## src/rtl/i2c_apb_fifo.sv

```systemverilog
// i2c_apb_fifo: first-word-fall-through FIFO that sits between the APB bridge
// and the I2C core. One instance is used for TX and one for RX.
// Optional build macro: I2C_FIFO_ERR_EN adds sticky OVERFLOW/UNDERFLOW flags
// and an ERR_CLR input. Without the macro, dropped pushes and ignored pops are
// silent.
module i2c_apb_fifo #(
  parameter int DWIDTH = 32,
  parameter int AWIDTH = 4
) (
  input  logic              PCLK,
  input  logic              PRESET,
  input  logic              WR_ENA,
  input  logic [DWIDTH-1:0] WR_DATA,
  input  logic              RD_ENA,
  output logic [DWIDTH-1:0] RD_DATA,
  output logic              FULL,
  output logic              EMPTY,
`ifdef I2C_FIFO_ERR_EN
  input  logic              ERR_CLR,
  output logic              OVERFLOW,
  output logic              UNDERFLOW,
`endif
  output logic [AWIDTH:0]   COUNT
);

  localparam int             DEPTH      = 1 << AWIDTH;
  localparam logic [AWIDTH:0] FULL_COUNT = DEPTH[AWIDTH:0];

  logic [DWIDTH-1:0] mem [DEPTH];
  logic [AWIDTH-1:0] wr_ptr;
  logic [AWIDTH-1:0] rd_ptr;
  logic [AWIDTH:0]   count_q;
  logic              do_push;
  logic              do_pop;

  assign FULL  = (count_q == FULL_COUNT);
  assign EMPTY = (count_q == '0);
  assign COUNT = count_q;

  // A pop needs data; a push needs room, or a simultaneous pop that frees a slot.
  assign do_pop  = RD_ENA && !EMPTY;
  assign do_push = WR_ENA && (!FULL || do_pop);

  // Head word is shown combinationally so the bridge reads it in the same cycle.
  assign RD_DATA = EMPTY ? '0 : mem[rd_ptr];

  // Storage array; deliberately not reset, EMPTY gating keeps stale data hidden.
  always_ff @(posedge PCLK) begin
    if (do_push) begin
      mem[wr_ptr] <= WR_DATA;
    end
  end

  // Pointer and occupancy control; pointers wrap naturally at DEPTH.
  always_ff @(posedge PCLK or posedge PRESET) begin
    if (PRESET) begin
      wr_ptr  <= '0;
      rd_ptr  <= '0;
      count_q <= '0;
    end else begin
      if (do_push) begin
        wr_ptr <= wr_ptr + 1'b1;
      end
      if (do_pop) begin
        rd_ptr <= rd_ptr + 1'b1;
      end
      if (do_push && !do_pop) begin
        count_q <= count_q + (AWIDTH+1)'(1);
      end else if (do_pop && !do_push) begin
        count_q <= count_q - (AWIDTH+1)'(1);
      end
    end
  end

`ifdef I2C_FIFO_ERR_EN
  logic drop_push;
  logic drop_pop;

  assign drop_push = WR_ENA && !do_push;
  assign drop_pop  = RD_ENA && EMPTY;

  // Sticky error flags; a new error in the clearing cycle keeps its flag set.
  always_ff @(posedge PCLK or posedge PRESET) begin
    if (PRESET) begin
      OVERFLOW  <= 1'b0;
      UNDERFLOW <= 1'b0;
    end else begin
      if (drop_push) begin
        OVERFLOW <= 1'b1;
      end else if (ERR_CLR) begin
        OVERFLOW <= 1'b0;
      end
      if (drop_pop) begin
        UNDERFLOW <= 1'b1;
      end else if (ERR_CLR) begin
        UNDERFLOW <= 1'b0;
      end
    end
  end
`endif

endmodule

```

## config.mk

```make
export PLATFORM = sky130hd
export DESIGN_NAME = i2c_apb_fifo
export DESIGN_NICKNAME = d
export VERILOG_FILES = /design/src/rtl/i2c_apb_fifo.sv
export SDC_FILE = /design/constraint.sdc
export NUM_CORES = 1
export LEC_CHECK = 0
export BUFFER_PORTS_ARGS = -buffer_cell sky130_fd_sc_hd__buf_2
export CAP_MARGIN = 5
export CELL_PAD_IN_SITES_DETAIL_PLACEMENT = 1
export CELL_PAD_IN_SITES_GLOBAL_PLACEMENT = 2
export CORE_ASPECT_RATIO = 2
export CORE_MARGIN = 2
export CORE_UTILIZATION = 44
export DETAILED_ROUTE_END_ITERATION = 8
export PLACE_DENSITY = 0.75
export SLEW_MARGIN = 10
export SYNTH_ARGS = -nofsm -noshare
export SYNTH_HDL_FRONTEND = slang
export SYNTH_SLANG_ARGS = --single-unit
export TNS_END_PERCENT = 30
```

## constraint.sdc

```tcl
create_clock -name PCLK -period 3.47 [get_ports PCLK]
set_input_delay 0.8675 -clock PCLK [delete_from_list [all_inputs] [get_ports PCLK]]
set_output_delay 0.8675 -clock PCLK [all_outputs]
set_load 0.01 [all_outputs]
```

==> flow_summary_export.csv <==
group,metric,value,unit
routing,antenna_left,0,
final_layout,drive_gt1_frac,0.374,
clock_network,cts_buffers,44,
routing,vias,9508,
run,drv_cap,0,
final_layout,stdcell_area,0.0238,mm^2
timing,worstMarginPinSlew,0.609,ns
routing,wl_per_cell,30.3,um
timing,fin_crit,3.57,ns
place,port_buffers,74,
yosys,syn_inst,874,
setup_path,cp.required,2.60,ns
setup_path,r2r-end,"COUNT[4]$_DFFE_PP0P_",
global_routing,grt.overflow.total,0,
die,die_w,156,um
routing,drt-pass1-iter-count,5,
clock_network,clock-root-buffer,"clkbuf_16",
power_and_ir_drop,ir_worst_vdd,556,uV
yosys,synth-main-ff-cell,"edfxtp_1",
setup_path,worst_r2r_path_depth,10,
die,core_region_area,0.0457,mm^2
global_routing,antenna_found_initial,4,
clock_network,clk_latency,0.56,ns
place,dp_hpwl,24900,um
die,die_height,308,um
power_and_ir_drop,powerDensity,839,mW/mm^2
routing,drc,0,
clock_network,path_clk_slew,0.06,ns
setup_path,crit_type,"register to output port",
routing,viasPerCell,5.91,
yosys,netlist_area,0.0203,mm^2
timing,rsz0062_at_grt,"yes",
timing,timing.slew.headroom,0.594,
place,postPlaceCellArea,0.0218,mm^2
clock_network,cts_max_level,2,
final_layout,layout_commonest_cell,"edfxtp_1",
status,outcome,"finished, violations left",
yosys,ys.warnings.count,0,
place,place_congestion,0.709,
clock_network,clock_path_buffers,3,
die,row_count,111,
timing,hold_viol_final,0,
min_path,hold_class,"input pin to asynchronous set/reset pin",
final_layout,fin_nets,1052,
clock_network,cts_tree,"yes",
final_layout,fin_cells,1608,
yosys,synth_fp_nets,920,
timing,finalCritPeriodShare,1.03,
global_routing,track_usage,0.209,
yosys,synth_cell_type_count,38,
clock_network,hold_buffers,0,
timing,skew,0.0231,ns
setup_path,crit_path_start_kind,"register",
setup_path,end_kind,"output port",
timing,setup_slack,-0.101,ns
die,ioPinCount,75,
setup_path,critPathMaxFanout,16,
timing,setup_violations,31,
routing,drt_iter0_drc,787,
timing,finalSetupTns,-1.28,ns
global_routing,grt_pass1_vias,10600,
global_routing,grt_pass1_wl,71200,um
yosys,synth_edf_count,512,
status,violations,"setup timing",
place,place_inst,1503,
die,die_area,0.0479,mm^2
final_layout,final_cell_mix,"edfxtp_1, mux4_2, buf_2",
final_layout,syn_to_final_growth,17.2,%
yosys,avgSynthCellArea,23.2,um^2
power_and_ir_drop,p_total,0.0199,W
yosys,ys_async_sr_fraction,0.0248,
power_and_ir_drop,total_leakage_power,7.74,nW
yosys,ys_seq_area_frac,0.774,
yosys,ys_seq_elements,525,
die,start_util,0.444,
timing,drv_slew,0,
routing,wirelength,48700,um
setup_path,cp.arrival,2.70,ns
setup_path,r2r_slack,0.16,ns
setup_path,r2r_start,"COUNT[3]$_DFFE_PP0P_",
clock_network,cts_sinks,525,
global_routing,grt_max_degree,33,
place,place_ws,0.221,ns
timing,fmax,280,MHz
final_layout,n_fill_cell,3881,
[stage by stage]
| step | utilization | hold WS, ns |
|---|---|---|
| after floorplan | - | 0.511 |
| after global placement | 0.477 | 0.523 |
| after detailed placement | 0.477 | 0.548 |
| after CTS | 0.518 | 0.374 |
| after global routing | 0.520 | 0.386 |
| final | 0.520 | 0.376 |
[synthesized netlist by cell type (all sizes together) (8+ instances only)]
master | count | area, um^2
nor2 | 18 | 70.1
edfxtp | 512 | 15400
buf | 25 | 189
ha | 9 | 113
and2b | 17 | 130
mux2 | 34 | 383
dfrtp | 13 | 325
nor2b | 15 | 93.8
mux4 | 128 | 2880
nand2 | 8 | 30.0
clkbuf | 21 | 78.8
a221o | 33 | 330
[metal layers]
metal | vias up | part of all wire | GRT usage
met5 | - | 0.00094 | 0
met4 | 6 | 0.034 | 0.0747
met3 | 89 | 0.049 | 0.0281
met2 | 302 | 0.56 | 0.390
met1 | 5129 | 0.36 | 0.244
li1 | 3982 | - | -
[cells by family (layout without fill, tap and decap cells)]
logic type / after synthesis / after routing / synth area share
other cells: 0 / 1 / 0
buf+inv: 52 / 220 / 0.0143
xor+xnor: 9 / 9 / 0.00389
flops: 525 / 525 / 0.774
fa+ha+maj: 10 / 10 / 0.00654
simple gates: 70 / 70 / 0.0196
compound gates: 46 / 46 / 0.0205
mux: 162 / 162 / 0.161
[critical path: stages, from the launching register on]
cell and delay (ns):
dfrtp_1 0.38, or4_4 0.59, o211ai_4 0.26, buf_12 0.20, and2b_1 0.19, a221o_1 0.34, buf_2 0.18
[layout make-up]
class | count | area (um^2) | share of cell area
flip-flops and latches | 525 | 15700 | 0.661
multi-input cells | 297 | 4470 | 0.188
repair buffers | 132 | 1430 | 0.0602
clock buffers | 54 | 1200 | 0.0505
well taps | 565 | 707 | 0.0297
clock inverters | 28 | 225 | 0.00947
inverters | 6 | 22.5 | 0.000947
diodes | 1 | 2.50 | 0.000105
[registers in the layout (all words and copies together) (netlist names)]
name,count
mem,512
COUNT,5
rd_ptr,4
wr_ptr,4
[worst max path at each step]
stage / startpoint / end / slack, ns / depth (start not counted)
after floorplan: RD_ENA / mem[2][0]$_DFFE_PP_ / -0.45 / 4
after global placement: COUNT[0]$_DFFE_PP0P_ / COUNT[4]$_DFFE_PP0P_ / 0.32 / 9
after detailed placement: COUNT[0]$_DFFE_PP0P_ / COUNT[4]$_DFFE_PP0P_ / 0.22 / 9
after CTS: COUNT[3]$_DFFE_PP0P_ / RD_DATA[9] / -0.13 / 7
after global routing: COUNT[3]$_DFFE_PP0P_ / RD_DATA[2] / -0.15 / 6
final: COUNT[3]$_DFFE_PP0P_ / RD_DATA[2] / -0.10 / 6
[what timing repair did]
action | CTS | global route
endpoints found under the hold margin | 0 | 0
resized for setup | 17 | 11
setup buffers | 11 | 0
endpoints found under the setup margin | 32 | 33
pin swaps | 3 | 1
gates cloned | 8 | 3
[power by group]
| group | internal [W] | total (W) | switching, W | leakage [nW] |
|---|---|---|---|---|
| clock network | 0.00270 | 0.00488 | 0.00218 | 0.706 |
| registers | 0.00766 | 0.00802 | 0.000360 | 4.78 |
| logic | 0.00356 | 0.00705 | 0.00349 | 2.26 |
Note: power is estimated with default switching activity, not from simulation.
